$ cat config.mk
export PLATFORM = sky130hd
export DESIGN_NAME = csr_trap_unit
export DESIGN_NICKNAME = d
export VERILOG_FILES = /design/src/rtl/csr_trap_unit.sv
export SDC_FILE = /design/constraint.sdc
export NUM_CORES = 1
export LEC_CHECK = 0
export ABC_AREA = 0
export BUFFER_PORTS_ARGS = -buffer_cell sky130_fd_sc_hd__clkbuf_2
export CORE_UTILIZATION = 35
export CTS_CLUSTER_DIAMETER = 60
export DETAILED_ROUTE_END_ITERATION = 12
export GPL_ROUTABILITY_DRIVEN = 0
export HOLD_SLACK_MARGIN = 0.08
export SYNTH_ARGS = -nofsm -noshare
export SYNTH_HDL_FRONTEND = slang
export SYNTH_SLANG_ARGS = --single-unit
$ cat constraint.sdc
create_clock -name clk -period 4.65 [get_ports clk]
set_clock_uncertainty 0.15 [all_clocks]
set_input_delay 0.93 -clock clk [delete_from_list [all_inputs] [get_ports clk]]
set_output_delay 0.93 -clock clk [all_outputs]
set_load 0.02 [all_outputs]
$ cat src/rtl/csr_trap_unit.sv
// csr_trap_unit: machine-mode CSR file with latched multi-source interrupt trapping,
// WFI sleep FSM and cycle/instret counters. Define CSR_COUNTER_INHIBIT_EN to add mcountinhibit.
//   state | meaning
//   RUN   | core executing normally
//   SLEEP | parked in WFI; IF holds until an enabled interrupt is pending
module csr_trap_unit #(
  parameter int unsigned NUM_IRQ     = 2,
  parameter int unsigned CNT_WIDTH   = 64,
  parameter logic [31:0] MTVEC_RESET = 32'h0001_0000
) (
  input  logic               clk,
  input  logic               rst_n,
  input  logic [11:0]        csr_addr_i,
  input  logic [1:0]         csr_op_i,
  input  logic [31:0]        csr_wdata_i,
  output logic [31:0]        csr_rdata_o,
  input  logic [31:0]        pc_i,
  input  logic               stall_i,
  input  logic               flush_i,
  input  logic               retire_i,
  input  logic               mret_i,
  input  logic               wfi_i,
  input  logic [NUM_IRQ-1:0] irq_i,
  output logic               trap_taken_o,
  output logic               redirect_o,
  output logic [31:0]        redirect_pc_o,
  output logic               sleep_o
);

  localparam logic [11:0] A_MSTATUS  = 12'h300;
  localparam logic [11:0] A_MIE      = 12'h304;
  localparam logic [11:0] A_MTVEC    = 12'h305;
  localparam logic [11:0] A_MEPC     = 12'h341;
  localparam logic [11:0] A_MCAUSE   = 12'h342;
  localparam logic [11:0] A_MIP      = 12'h344;
  localparam logic [11:0] A_MCYCLE   = 12'hB00;
  localparam logic [11:0] A_MCYCLEH  = 12'hB80;
  localparam logic [11:0] A_MINSTR   = 12'hB02;
  localparam logic [11:0] A_MINSTRH  = 12'hB82;
  localparam logic [11:0] A_MIRQEN   = 12'h7C0;
  localparam logic [11:0] A_MIRQPEND = 12'h7C1;
  localparam logic [11:0] A_MIRQID   = 12'h7C2;
  localparam logic [11:0] A_MCNTINH  = 12'h320;

  typedef enum logic {RUN = 1'b0, SLEEP = 1'b1} state_e;

  state_e               state_q, state_d;
  logic                 mie_q, mie_d, mpie_q, mpie_d, meie_q, meie_d;
  logic                 mcause_q, mcause_d;
  logic [29:0]          mtvec_q, mtvec_d, mepc_q, mepc_d;
  logic [NUM_IRQ-1:0]   irqen_q, irqen_d, pend_q, pend_d, irq_sync_q, pend_clr;
  logic [3:0]           irqid_q, irqid_d, irq_idx;
  logic [CNT_WIDTH-1:0] mcycle_q, mcycle_d, minstret_q, minstret_d;
  logic                 cy_frz, ir_frz;
  logic                 mip_ext, trap, mret_go, wr_go;
  logic [31:0]          csr_wval;
  logic                 unused_pc;

`ifdef CSR_COUNTER_INHIBIT_EN
  logic cy_inh_q, cy_inh_d, ir_inh_q, ir_inh_d;
  assign cy_frz = cy_inh_q;
  assign ir_frz = ir_inh_q;
`else
  assign cy_frz = 1'b0;
  assign ir_frz = 1'b0;
`endif

  assign unused_pc = ^pc_i[1:0];
  assign mip_ext   = |(pend_q & irqen_q);
  assign trap      = mie_q & meie_q & mip_ext & ~stall_i;
  assign mret_go   = mret_i & ~stall_i & ~trap;
  // set/clear with a zero operand is a pure read
  assign wr_go     = (csr_op_i != 2'b00) & ~stall_i & ~flush_i & ~trap
                     & ~(csr_op_i[1] & (csr_wdata_i == 32'd0));

  assign trap_taken_o  = trap;
  assign redirect_o    = trap | (mret_i & ~stall_i);
  assign redirect_pc_o = trap ? {mtvec_q, 2'b00} :
                         (mret_i & ~stall_i) ? {mepc_q, 2'b00} : 32'd0;
  assign sleep_o       = (state_q == SLEEP);

  always_comb begin
    irq_idx = '0;
    for (int i = int'(NUM_IRQ) - 1; i >= 0; i--) begin
      if (pend_q[i] && irqen_q[i]) irq_idx = 4'(i);
    end
  end

  always_comb begin
    csr_rdata_o = 32'd0;
    case (csr_addr_i)
      A_MSTATUS:  csr_rdata_o = {19'd0, 2'b11, 3'd0, mpie_q, 3'd0, mie_q, 3'd0};
      A_MIE:      csr_rdata_o = {20'd0, meie_q, 11'd0};
      A_MTVEC:    csr_rdata_o = {mtvec_q, 2'b00};
      A_MEPC:     csr_rdata_o = {mepc_q, 2'b00};
      A_MCAUSE:   csr_rdata_o = mcause_q ? 32'h8000_000B : 32'd0;
      A_MIP:      csr_rdata_o = {20'd0, mip_ext, 11'd0};
      A_MCYCLE:   csr_rdata_o = mcycle_q[31:0];
      A_MCYCLEH:  csr_rdata_o = 32'(mcycle_q[CNT_WIDTH-1:32]);
      A_MINSTR:   csr_rdata_o = minstret_q[31:0];
      A_MINSTRH:  csr_rdata_o = 32'(minstret_q[CNT_WIDTH-1:32]);
      A_MIRQEN:   csr_rdata_o = 32'(irqen_q);
      A_MIRQPEND: csr_rdata_o = 32'(pend_q);
      A_MIRQID:   csr_rdata_o = 32'(irqid_q);
`ifdef CSR_COUNTER_INHIBIT_EN
      A_MCNTINH:  csr_rdata_o = {29'd0, ir_inh_q, 1'b0, cy_inh_q};
`endif
      default:    csr_rdata_o = 32'd0;
    endcase
  end

  always_comb begin
    case (csr_op_i)
      2'b10:   csr_wval = csr_rdata_o | csr_wdata_i;
      2'b11:   csr_wval = csr_rdata_o & ~csr_wdata_i;
      default: csr_wval = csr_wdata_i;
    endcase
  end

  assign pend_clr = (wr_go && csr_addr_i == A_MIRQPEND) ? csr_wdata_i[NUM_IRQ-1:0] : '0;

  // later assignments carry priority: CSR write < mret < trap
  always_comb begin
    mie_d      = mie_q;
    mpie_d     = mpie_q;
    meie_d     = meie_q;
    mcause_d   = mcause_q;
    mtvec_d    = mtvec_q;
    mepc_d     = mepc_q;
    irqen_d    = irqen_q;
    irqid_d    = irqid_q;
    pend_d     = (pend_q & ~pend_clr) | (irq_i & ~irq_sync_q);
    mcycle_d   = cy_frz ? mcycle_q : mcycle_q + CNT_WIDTH'(1);
    minstret_d = (retire_i & ~stall_i & ~flush_i & ~ir_frz) ? minstret_q + CNT_WIDTH'(1)
                                                           : minstret_q;
`ifdef CSR_COUNTER_INHIBIT_EN
    cy_inh_d   = cy_inh_q;
    ir_inh_d   = ir_inh_q;
`endif
    if (wr_go) begin
      case (csr_addr_i)
        A_MSTATUS: begin
          mie_d  = csr_wval[3];
          mpie_d = csr_wval[7];
        end
        A_MIE:     meie_d     = csr_wval[11];
        A_MTVEC:   mtvec_d    = csr_wval[31:2];
        A_MEPC:    mepc_d     = csr_wval[31:2];
        A_MIRQEN:  irqen_d    = csr_wval[NUM_IRQ-1:0];
        A_MCYCLE:  mcycle_d   = {mcycle_q[CNT_WIDTH-1:32], csr_wval};
        A_MCYCLEH: mcycle_d   = {csr_wval[CNT_WIDTH-33:0], mcycle_q[31:0]};
        A_MINSTR:  minstret_d = {minstret_q[CNT_WIDTH-1:32], csr_wval};
        A_MINSTRH: minstret_d = {csr_wval[CNT_WIDTH-33:0], minstret_q[31:0]};
`ifdef CSR_COUNTER_INHIBIT_EN
        A_MCNTINH: begin
          cy_inh_d = csr_wval[0];
          ir_inh_d = csr_wval[2];
        end
`endif
        default: ;
      endcase
    end
    if (mret_go) begin
      mie_d  = mpie_q;
      mpie_d = 1'b1;
    end
    if (trap) begin
      mepc_d   = pc_i[31:2];
      mpie_d   = mie_q;
      mie_d    = 1'b0;
      mcause_d = 1'b1;
      irqid_d  = irq_idx;
    end
  end

  always_ff @(posedge clk or negedge rst_n) begin
    if (!rst_n) begin
      mie_q      <= 1'b0;
      mpie_q     <= 1'b0;
      meie_q     <= 1'b0;
      mcause_q   <= 1'b0;
      mtvec_q    <= MTVEC_RESET[31:2];
      mepc_q     <= '0;
      irqen_q    <= '0;
      pend_q     <= '0;
      irq_sync_q <= '0;
      irqid_q    <= '0;
      mcycle_q   <= '0;
      minstret_q <= '0;
`ifdef CSR_COUNTER_INHIBIT_EN
      cy_inh_q   <= 1'b0;
      ir_inh_q   <= 1'b0;
`endif
    end else begin
      mie_q      <= mie_d;
      mpie_q     <= mpie_d;
      meie_q     <= meie_d;
      mcause_q   <= mcause_d;
      mtvec_q    <= mtvec_d;
      mepc_q     <= mepc_d;
      irqen_q    <= irqen_d;
      pend_q     <= pend_d;
      irq_sync_q <= irq_i;
      irqid_q    <= irqid_d;
      mcycle_q   <= mcycle_d;
      minstret_q <= minstret_d;
`ifdef CSR_COUNTER_INHIBIT_EN
      cy_inh_q   <= cy_inh_d;
      ir_inh_q   <= ir_inh_d;
`endif
    end
  end

  always_comb begin
    state_d = state_q;
    case (state_q)
      RUN:     if (wfi_i && !stall_i && !flush_i && !trap) state_d = SLEEP;
      SLEEP:   if (mip_ext && meie_q) state_d = RUN;
      default: state_d = RUN;
    endcase
    if (trap) state_d = RUN;
  end

  always_ff @(posedge clk or negedge rst_n) begin
    if (!rst_n) state_q <= RUN;
    else        state_q <= state_d;
  end

endmodule

==> run metrics <==
Vias 13700; Worst setup EP type output port; Setup CP Type in2out; Post-DP HPWL 39900 µm; Area growth, synth to finish 16.7%; status finished, final reports clean; area leader, netlist dfrtp_1; Post-synth EDFFs 0; initial antenna violation count 0; Max Fclk 228 MHz; most common cell after layout, fill and taps aside dfrtp_1; CP startpoint kind primary input; total gr overflow 0; Synth Register Bits 200; final worst path period need 4390 ps; Top FF cell, synth dfrtp_1; Sum Neg Setup Slack 0 ps; die area 0.0384 mm²; Pwr per Cell Area 252 mW/mm²; met3 Use GR 5.35%; Final Hold Fails 0; ratio of final minimum period to clock period 94.4%; P_leak 6.44 nW; Storage cell area 0.00501 mm²; Hold-fix buffers, CTS 0; clock sinks 200; R2R Setup Slk 1100 ps; Die Span X 196 µm; Worst path max stage delay 560 ps; Port Buf Inserts 149; Vias per Instance 6.45; synth warn 0; total track usage 28.4%; ys async rst share 100%; Clock transition at path regs 70 ps; Arr. time, crit path 3310 ps; DRT antenna net count 0; clk_lat worst skew 460 ps; Initial DRT Pass Iterations 6; sequential area share after synthesis 38.0%; CTS Buffer Depth 2; Slew Viols, Final 0; Synth area leaders dfrtp_1 38%, o21ai_0 5.1%, mux2i_1 4.8%; DRC viols 0; DRT iter0 DRCs 1710; first-pass GRT wire length 82100 µm; n_diodes 0; CP max-delay cell or4b_1; post-CTS sizing 0; GRT busiest layer met2; setup repair bufs after CTS 0; most frequent CP cell buf_4; Core Box Area 0.0368 mm²; Rel. slew slack 18.0%; multi-input logic area 0.00768 mm²; vias in the first global route 12900; # fillers 3690; fin area 0.0154 mm²; peak supply drop 252 µV; wire per inst 25.8 µm; initial core utilization 35.8%; row count 70; Hold Crit Class reg2reg; Root Buffer clkbuf_16; power after layout 0.00387 W; Cell Area, Synth 0.0132 mm²; Netlist cell types 81; Ports 154; post-synthesis instance total 1500; CP required 3570 ps; TritonCTS clock tree yes; CTS HTree Levels 4; final layout net count 1736; RSZ-0062 raised after global routing false; Mean Syn Cell Area 8.78 µm²; layout cell share with drive strength beyond 1 20.3%; grt met2 use 44.5%; post-route insts no fill 2127; met1 Use GR 37.2%; share of the synthesized area in the top cell type 37.8%; Placed Instances 2096; final core area utilization 41.8%; commonest non-fill, non-tap cells in the layout 199 x dfrtp_1, 157 x nand2_1, 147 x clkbuf_2, 134 x o21ai_0, 90 x a21oi_1; CTS buffer count 17; final setup fails 0; largest net degree at the start of global routing 106; drt total wl 54800 µm; Maximum Capacitance Violations 0; Worst Tran Pin Value 1230 ps; crit-path cells buf_4 > or4b_1 > nor4_2 > and2_1 > buf_4 > a221o_1 > clkbuf_2; critical path peak fanout 17; Chip Height 196 µm; Post-DP Area 0.0148 mm²
==> area by class of cell <==
| class | count | share of cell area [%] |
|---|---|---|
| multi-input combinational | 1175 | 49.9 |
| clock buffer | 18 | 2.86 |
| tap | 468 | 3.81 |
| sequential | 200 | 32.6 |
| clock inverter | 13 | 0.757 |
| timing repair buffer | 229 | 9.48 |
| inverter | 24 | 0.586 |
==> power by group <==
group	internal [W]	switching, W
registers	0.00181	0.000121
clock network	0.000714	0.000748
logic	0.000169	0.000313
total	0.00269	0.00118
==> cells in the mapped netlist, drive strengths merged (6+ instances only) <==
cell / number
clkbuf: 56
a221o: 23
a221oi: 10
a22oi: 57
and4: 16
xnor2: 26
nor2: 81
o211ai: 13
nand3: 66
buf: 46
or2: 12
o221ai: 8
o22ai: 12
inv: 23
or3: 10
nand2: 158
a21o: 11
dfrtp: 199
nor3: 53
nor4: 41
mux2: 25
nand4: 42
a211oi: 20
nor3b: 9
mux2i: 63
xor2: 14
nor2b: 6
a22o: 36
o21ai: 140
and3: 28
and2: 12
a31oi: 15
a21oi: 91
==> flip-flops by register name (all words and copies together), names as in the netlist, 2 cells and up <==
register / cells
mcycle_q: 64
minstret_q: 64
mepc_q: 30
mtvec_q: 30
irq_sync_q: 2
irqen_q: 2
pend_q: 2
==> through the flow <==
step                      hold WS [ps]  worst slack (ps)
after floorplan                    289              1050
after global placement             337               346
after detailed placement           315               336
after CTS                          341               325
after global routing               367               241
final                              343               261
==> critical path: cells and delay by family <==
kind                   cells  cell delay, ps
and+or+nand+nor            3            1400
buffers and inverters      3             670
AOI/OAI and AO/OA          1             300
==> layer usage <==
layer	up-vias	routed length, µm	share of wire [%]
met5	-	0	0
met2	807	24900	46
li1	6035	-	-
met3	164	4970	9.1
met1	6720	21900	40
met4	0	3030	5.5
==> path summary, 6_finish.rpt <==
path,cells after the start,to,startpoint
worst min register to register,1,mcause_q$_DFFE_PN0P_,mcause_q$_DFFE_PN0P_
max in group asynchronous,2,minstret_q[10]$_DFFE_PN0P_,rst_n
worst max register to register,8,minstret_q[40]$_DFFE_PN0P_,pend_q[1]$_DFF_PN0_
worst min-delay path,1,mcause_q$_DFFE_PN0P_,mcause_q$_DFFE_PN0P_
worst max-delay path,7,csr_rdata_o[30],csr_addr_i[7]
min in group asynchronous,1,pend_q[0]$_DFF_PN0_,rst_n
==> kinds of logic (layout without fill, tap and decap cells) <==
logic type	Yosys count	count (layout)	synth area share, %
flip-flops	200	200	38.0
other	1	2	0.0285
buffers and inverters	126	284	4.23
multiplexers	93	93	7.78
adder cells (fa/ha/maj)	2	2	0.190
AO/OA/AOI/OAI	478	478	24.0
AND/OR/NAND/NOR	560	560	23.2
XOR/XNOR	40	40	2.66
Power figures use the tool's default switching activity.
